## config.mk

```make
export PLATFORM = sky130hd
export DESIGN_NAME = gate2_tester_flat
export DESIGN_NICKNAME = d
export VERILOG_FILES = /design/src/rtl/gate2_tester_if.sv /design/src/rtl/gate2_tester.sv /design/src/flat_wrapper.sv
export SDC_FILE = /design/constraint.sdc
export NUM_CORES = 1
export LEC_CHECK = 0
export CAP_MARGIN = 20
export CORE_MARGIN = 2
export CORE_UTILIZATION = 42
export CTS_CLUSTER_SIZE = 10
export DETAILED_ROUTE_END_ITERATION = 10
export GPL_TIMING_DRIVEN = 0
export PLACE_DENSITY = 0.82
export SLEW_MARGIN = 20
export SYNTH_ARGS = -nofsm -noshare
export SYNTH_HDL_FRONTEND = slang
export SYNTH_SLANG_ARGS = --single-unit
```

## constraint.sdc

```tcl
create_clock -name Clk -period 2.88 [get_ports Clk]
set_input_delay 0.576 -clock Clk [delete_from_list [all_inputs] [get_ports Clk]]
set_output_delay 0.576 -clock Clk [all_outputs]
set_load 0.02 [all_outputs]
```

## src/rtl/gate2_tester_if.sv

```systemverilog
// Bus between the chip-selector controller and gate2_tester: run/ack handshake,
// DIP drive/sense lines, and the result/diagnostic outputs.
interface gate2_tester_if #(
  parameter int CHANNELS = 4
);
  logic                Run;
  logic                DISP_RSLT;
  logic [CHANNELS-1:0] Sense;
  logic [CHANNELS-1:0] DrvA;
  logic [CHANNELS-1:0] DrvB;
  logic                Done;
  logic                RSLT;
  logic                Busy;
  logic [CHANNELS-1:0] FailMask;
  logic [1:0]          FailVec;
  logic                FailValid;

  modport master (
    output Run, DISP_RSLT, Sense,
    input  DrvA, DrvB, Done, RSLT, Busy, FailMask, FailVec, FailValid
  );

  modport slave (
    input  Run, DISP_RSLT, Sense,
    output DrvA, DrvB, Done, RSLT, Busy, FailMask, FailVec, FailValid
  );
endinterface

```

## src/rtl/gate2_tester.sv

```systemverilog
// Sweeps all four A/B combinations over CHANNELS identical 2-input gates and checks Sense.
// Optional diagnostics (FailMask/FailVec/FailValid) are built when GATE2_TESTER_DIAG_EN is defined.
module gate2_tester #(
  parameter int CHANNELS      = 4,
  parameter int GATE_FN       = 1,
  parameter int SETTLE_CYCLES = 2
) (
  input  logic           Clk,
  input  logic           Reset,
  gate2_tester_if.slave  bus
);

  localparam int CW = $clog2(SETTLE_CYCLES + 1);
  localparam logic [CW-1:0] CNT_LAST = CW'(SETTLE_CYCLES - 1);

  typedef enum logic [2:0] {HALTED, SET, DRIVE, SAMPLE, DONE_S} state_t;

  state_t              state, state_nxt;
  logic [1:0]          vec;
  logic [CW-1:0]       cnt;
  logic                rslt_q;
  logic                exp_y;
  logic [CHANNELS-1:0] mism;

  function automatic logic gate_y(input logic a, input logic b);
    case (GATE_FN)
      0:       return ~(a & b);
      1:       return ~(a | b);
      2:       return a & b;
      3:       return a | b;
      4:       return a ^ b;
      default: return 1'b0;
    endcase
  endfunction

  always_ff @(posedge Clk) begin
    if (Reset) state <= HALTED;
    else       state <= state_nxt;
  end

  always_comb begin
    state_nxt = state;
    case (state)
      HALTED: if (bus.Run) state_nxt = SET;
      SET:    state_nxt = DRIVE;
      DRIVE:  if (cnt == CNT_LAST) state_nxt = SAMPLE;
      SAMPLE: state_nxt = (vec == 2'd3) ? DONE_S : DRIVE;
      DONE_S: if (bus.DISP_RSLT) state_nxt = HALTED;
      default: state_nxt = HALTED;
    endcase
  end

  always_comb begin
    bus.DrvA = '0;
    bus.DrvB = '0;
    bus.Busy = 1'b0;
    bus.Done = 1'b0;
    case (state)
      SET:    bus.Busy = 1'b1;
      DRIVE: begin
        bus.Busy = 1'b1;
        bus.DrvA = {CHANNELS{vec[1]}};
        bus.DrvB = {CHANNELS{vec[0]}};
      end
      SAMPLE: begin
        bus.Busy = 1'b1;
        bus.DrvA = {CHANNELS{vec[1]}};
        bus.DrvB = {CHANNELS{vec[0]}};
        bus.Done = (vec == 2'd3);
      end
      DONE_S: bus.Done = 1'b1;
      default: ;
    endcase
  end

  always_comb begin
    exp_y = gate_y(vec[1], vec[0]);
    mism  = (state == SAMPLE) ? (bus.Sense ^ {CHANNELS{exp_y}}) : '0;
  end

  always_ff @(posedge Clk) begin
    if (Reset) begin
      vec    <= '0;
      cnt    <= '0;
      rslt_q <= 1'b0;
    end else begin
      case (state)
        SET: begin
          vec    <= '0;
          cnt    <= '0;
          rslt_q <= 1'b1;
        end
        DRIVE: cnt <= cnt + CW'(1);
        SAMPLE: begin
          if (|mism) rslt_q <= 1'b0;
          // vec stays at 3 on the final SAMPLE so it never wraps
          if (vec != 2'd3) vec <= vec + 2'd1;
          cnt <= '0;
        end
        default: ;
      endcase
    end
  end

  assign bus.RSLT = rslt_q;

`ifdef GATE2_TESTER_DIAG_EN
  logic [CHANNELS-1:0] fail_mask_q;
  logic [1:0]          fail_vec_q;
  logic                fail_valid_q;

  always_ff @(posedge Clk) begin
    if (Reset || state == SET) begin
      fail_mask_q  <= '0;
      fail_vec_q   <= '0;
      fail_valid_q <= 1'b0;
    end else if (|mism) begin
      fail_mask_q <= fail_mask_q | mism;
      if (!fail_valid_q) begin
        fail_vec_q   <= vec;
        fail_valid_q <= 1'b1;
      end
    end
  end

  assign bus.FailMask  = fail_mask_q;
  assign bus.FailVec   = fail_vec_q;
  assign bus.FailValid = fail_valid_q;
`else
  assign bus.FailMask  = '0;
  assign bus.FailVec   = '0;
  assign bus.FailValid = 1'b0;
`endif

endmodule
```

## src/flat_wrapper.sv

```systemverilog
// flat-port wrapper written by rule: the top's interface ports become plain ports
module gate2_tester_flat 
#(
  parameter int CHANNELS      = 4,
  parameter int GATE_FN       = 1,
  parameter int SETTLE_CYCLES = 2
)
  (Clk, Reset, bus_Run, bus_DISP_RSLT, bus_Sense, bus_DrvA, bus_DrvB, bus_Done, bus_RSLT, bus_Busy, bus_FailMask, bus_FailVec, bus_FailValid);
  gate2_tester_if #(.CHANNELS(CHANNELS)) bus_i ();
  input  logic Clk;
  input  logic Reset;
  input wire logic [$bits(bus_i.Run)-1:0] bus_Run;
  input wire logic [$bits(bus_i.DISP_RSLT)-1:0] bus_DISP_RSLT;
  input wire logic [$bits(bus_i.Sense)-1:0] bus_Sense;
  output wire logic [$bits(bus_i.DrvA)-1:0] bus_DrvA;
  output wire logic [$bits(bus_i.DrvB)-1:0] bus_DrvB;
  output wire logic [$bits(bus_i.Done)-1:0] bus_Done;
  output wire logic [$bits(bus_i.RSLT)-1:0] bus_RSLT;
  output wire logic [$bits(bus_i.Busy)-1:0] bus_Busy;
  output wire logic [$bits(bus_i.FailMask)-1:0] bus_FailMask;
  output wire logic [$bits(bus_i.FailVec)-1:0] bus_FailVec;
  output wire logic [$bits(bus_i.FailValid)-1:0] bus_FailValid;
  assign bus_i.Run = bus_Run;
  assign bus_i.DISP_RSLT = bus_DISP_RSLT;
  assign bus_i.Sense = bus_Sense;
  assign bus_DrvA = bus_i.DrvA;
  assign bus_DrvB = bus_i.DrvB;
  assign bus_Done = bus_i.Done;
  assign bus_RSLT = bus_i.RSLT;
  assign bus_Busy = bus_i.Busy;
  assign bus_FailMask = bus_i.FailMask;
  assign bus_FailVec = bus_i.FailVec;
  assign bus_FailValid = bus_i.FailValid;
  gate2_tester #(.CHANNELS(CHANNELS), .GATE_FN(GATE_FN), .SETTLE_CYCLES(SETTLE_CYCLES)) u_core (.Clk(Clk), .Reset(Reset), .bus(bus_i));
endmodule
```

Word level (Yosys, flattened, before mapping)
Cells that the tools add are included.
{ "word_totals": {"regBits": 8, "inputBits": 8, "output_inout_bits": 18, "elab_cells": 46} }
{ "op_classes": {"add_sub_neg": 2, "n_eq_ne": 12, "mux": 15, "bitwise_logic": 3, "reduce_logical": 10} }
{ "ops": {"columns": ["operator", "count"], "rows": [
  ["$pmux 3 s5", 1],
  ["$mux 3", 4],
  ["$mux 4", 3],
  ["$ne 2x2->1 const B", 5],
  ["$pmux 2 s2", 2],
  ["$eq 3x2->1 const B", 2],
  ["$add 2x1->2 const B", 2],
  ["$pmux 1 s2", 2],
  ["$reduce_and 2->1", 2],
  ["$reduce_bool 2->1", 2],
  ["$reduce_or 2->1", 2],
  ["$reduce_or 4->1", 1],
  ["$xor 4x4->4", 1],
  ["$eq 3x1->1 const B", 1],
  ["$eq 3x3->1 const B", 1],
  ["$logic_not 3->1", 1],
  ["$reduce_and 3->1", 1],
  ["$reduce_or 3->1", 1],
  ["$eq 2x1->1 const B", 1],
  ["$eq 2x2->1 const B", 1],
  ["$mux 1", 2],
  ["$mux 2", 1],
  ["$ne 2x1->1 const B", 1],
  ["$not 1->1", 1],
  ["$or 1x1->1", 1]
]} }

Longest topological paths before layout
{ "logic_depth": {"depth_word": 7, "mapped_depth": 5, "mapped_depth_nobuf": 5} }

Least setup slack after synthesis
No wires, ideal clock.
{ "synth_path": {"path_type": "reg2out", "from": "register u_core.state[2]", "to": "output bus_DrvA[1]", "arrival_ns": 1.112, "setup_slack_ns": 1.192, "path_stages_with_launch": 5, "cell_sequence": "dfxtp_1 -> clkbuf_1 -> nor2b_1 -> and2_1 -> buf_4"} }
{ "synth_between": {"elab_chain_len": 3, "word_cells_on_any_way": 4, "cone_classes": "2 x eq/ne; 1 x mux; 1 x reduce/logical"} }
{ "synth_lines": {"columns": ["item", "line_no", "source"], "rows": [
  ["start: declaration", "gate2_tester.sv:18", "state_t state, state_nxt;"],
  ["start signal: assignment", "gate2_tester.sv:38", "else state <= state_nxt;"],
  ["$eq 3x2->1", "gate2_tester.sv:58", "case (state)"],
  ["$reduce_or 2->1 (no source line) *", null, null],
  ["$mux 4 *", "gate2_tester.sv:58", null],
  ["end: declaration", "flat_wrapper.sv:15", "output wire logic [$bits(bus_i.DrvA)-1:0] bus_DrvA;"]
]} }
Every way passes the cells marked *; elsewhere a longest branch is shown, timed or not.

Worst setup path in the final report
Ends and elaborated chain as after synthesis.

==> summary.txt <==
Worst setup path
  – CP top delay family: buffers and inverters
  – CP max stage delay: 590 ps
  – Worst reg2reg startpoint: u_core.vec[0]$_SDFFE_PP0P_
  – CP required: roughly 2300 ps
  – CP Buf/Inv Count: 3
  – WP data arrival: slightly below 2000 ps
  – Crit start category: flip-flop
  – Setup crit start: u_core.state[2]$_SDFFE_PP0P_
  – Critical Path Slowest Stage Cell: clkdlybuf4s50_1
  – Setup CP Type: flip-flop to primary output
  – Critical Path, Cell by Cell: clkbuf_1, nor2b_1, and2_1, buf_4, clkdlybuf4s50_1
  – Crit path max fanout: 10
  – CP Capture Type: primary output

Layout
  – Antenna Cells: 0
  – P&R area growth vs syn: 42.50%
  – Finished Layout Cells: 109
  – Most frequent cells in the layout: 17 x clkdlybuf4s50_1, 13 x buf_4, 8 x dfxtp_1, 7 x conb_1, 6 x nand2_1
  – Commonest non-fill, non-tap cell in the layout: clkdlybuf4s50_1
  – FILL cells: 128
  – Register Area: 160.2 sq um
  – Layout cells sized above 1: 0.2128
  – Final Net Count: ~110
  – Multi-input gate area: 291.5 sq um

Yosys
  – Top cells by area, synth: dfxtp_1 29%, buf_4 18%, ha_1 6.8%
  – Yosys cell types: 28
  – Synth top area share: 0.2909
  – Leading area contributor after synthesis: dfxtp_1
  – Sequential-to-total area share from yosys stat: 0.2909
  – Synthesis warning total: 0
  – Mapped cell area: about 550 sq um
  – Mapped Cells: 68
  – Yosys reg bits: 8
  – Mapped Avg Cell Area: slightly above 8 sq um

Timing
  – Worst Clk Skew: 14.62 ps
  – Max Slew Vio Count: 0
  – Fmax: 389.3 MHz
  – Final setup fails: 0
  – Final worst setup slack: 311.0 ps
  – Min Tclk post-route: 2569 ps
  – Setup TNS: 0 ps
  – Period utilization: 0.8920
  – Unrepaired setup endpoints after global routing: false
  – Final-report hold violation count: 0

Die
  – Die area: 1616 sq um
  – Die height: 40.21 um
  – Die X: between 40 and 50 um
  – Io pins: 26
  – Rows: 13
  – Initial Utilization: 0.4339
  – Core area: 1269 sq um

Global routing
  – Vias in the first global route: 425
  – Remaining global-route overflow: 0
  – GR Util All Layers: 0.1567
  – Initial antenna violation count: 0
  – First-pass GRT wire length: 1649 um
  – Largest net degree at the start of global routing: 11

Drt
  – DR vias: 501
  – Total wire length: 1065 um
  – DR WL/cell: 9.771 um
  – Starting DRT DRC Count: 5
  – Antenna-violating nets left: 0
  – DR pass1 iterations: 4
  – Via density per instance: 4.596
  – DRC: 0

Clock network
  – # resized after CTS: 0
  – Clk buf depth: 2
  – Root Driver: clkbuf_4
  – Clk slew on worst S/H paths: 60 ps
  – # hold bufs at CTS: 0
  – H-tree depth: 1
  – CTS buffer count: 3
  – Worst skew pair latency: roughly 260 ps
  – CTS tree: yes
  – Clock Sinks: 8
  – Postcts setup bufs: 0

Placed design
  – Dpl cells: 106
  – Port bufs: 17
  – Routability cong.: 0.7817
  – Final HPWL DP: 819.2 um
  – Pre-CTS WS: approximately 640 ps

Power
  – Cell Pwr Density: 345.1 nW/um^2
  – P_leak: 0.3351 nW
  – Max VDD drop: 0.0002976 V

Worst hold path
  – Hold WC Path Type: flip-flop to flip-flop
  – Hold Path Origin: u_core.cnt[1]$_SDFFE_PP0P_

Status
  – Outcome: complete, no violations

Run
  – Max-Cap Viols: 0
[power breakdown]
part	total [W]	internal, W	switching, W
sequential	0.000119	0.000116	0.00000368
clock	0.0000881	0.0000478	0.0000402
combinational	0.0000633	0.0000321	0.0000312
[layer usage]
| layer | vias up | global-route usage | wire length [um] |
|---|---|---|---|
| li1 | 271 | - | - |
| met1 | 210 | 0.1757 | 493 |
| met2 | 18 | 0.2661 | 509 |
| met3 | 2 | 0.03333 | 58 |
| met4 | 0 | 0.1000 | 4 |
| met5 | - | 0 | 0 |
[final cells by class]
type	count	area share
inverters	3	0.01435
plain buffers	16	0.1404
multi-input cells	47	0.3716
flip-flops and latches	8	0.2041
clock buffers	3	0.02871
well taps	15	0.02392
repair buffers	17	0.2169
[cell families (layout without fill, tap and decap cells)]
logic type,Yosys count,after routing,synth area share
simple gates,22,22,0.2250
flops,8,8,0.2909
compound gates,14,14,0.1705
buf+inv,19,39,0.2204
fa+ha+maj,3,3,0.06819
other cells,1,7,0.006812
mux,1,1,0.01818
[Yosys cell counts]
master,n
dfxtp_1,8
nor2_1,3
and3_2,1
o21ba_2,1
nand3b_1,1
a21oi_1,5
mux2i_1,1
conb_1,1
ha_1,3
nor3b_1,1
or4_1,1
buf_4,13
o21ai_0,3
inv_1,3
a211oi_2,1
a2111oi_0,1
o22a_1,1
nor2b_1,2
nor4bb_1,1
a31oi_1,1
and2_1,3
o21bai_1,1
nand2b_1,2
buf_1,1
buf_2,1
clkbuf_1,1
nand2_1,6
nor4_1,1
[worst register-to-register path, cell delays in order (launching register included)]
cell and delay, ps:
dfxtp_1 330, ha_1 210, and2_1 190, a2111oi_0 450
[registers in the layout, indices dropped and copies added (netlist names)]
register,flops
u_core.state,3
u_core.bus.RSLT,1
u_core.vec,2
u_core.cnt,2
[path summary, 6_finish.rpt]
kind                                                     end  slack [ps]  cells past startpoint
worst max-delay path                             bus_DrvA[1]         310                      5
worst min-delay path              u_core.cnt[1]$_SDFFE_PP0P_         480                      2
worst max register to register  u_core.state[1]$_SDFFE_PP0P_        1550                      3
worst min register to register    u_core.cnt[1]$_SDFFE_PP0P_         480                      2
[stage by stage]
step / util / hold slack, ps / cell area, sq um / power, W
3_3_place_gp: 0.6006 / 460.1 / 762.0 / 0.0001832
3_5_place_dp: 0.6006 / 477.8 / 762.0 / 0.0001848
5_1_grt: 0.6183 / 520.5 / 784.5 / 0.0002843
2_1_floorplan: - / 449.6 / 573.1 / 0.0001646
6_report: 0.6183 / 477.6 / 784.5 / 0.0002708
4_1_cts: 0.6183 / 484.7 / 784.5 / 0.0002738
Note: power is estimated with default switching activity, not from simulation.
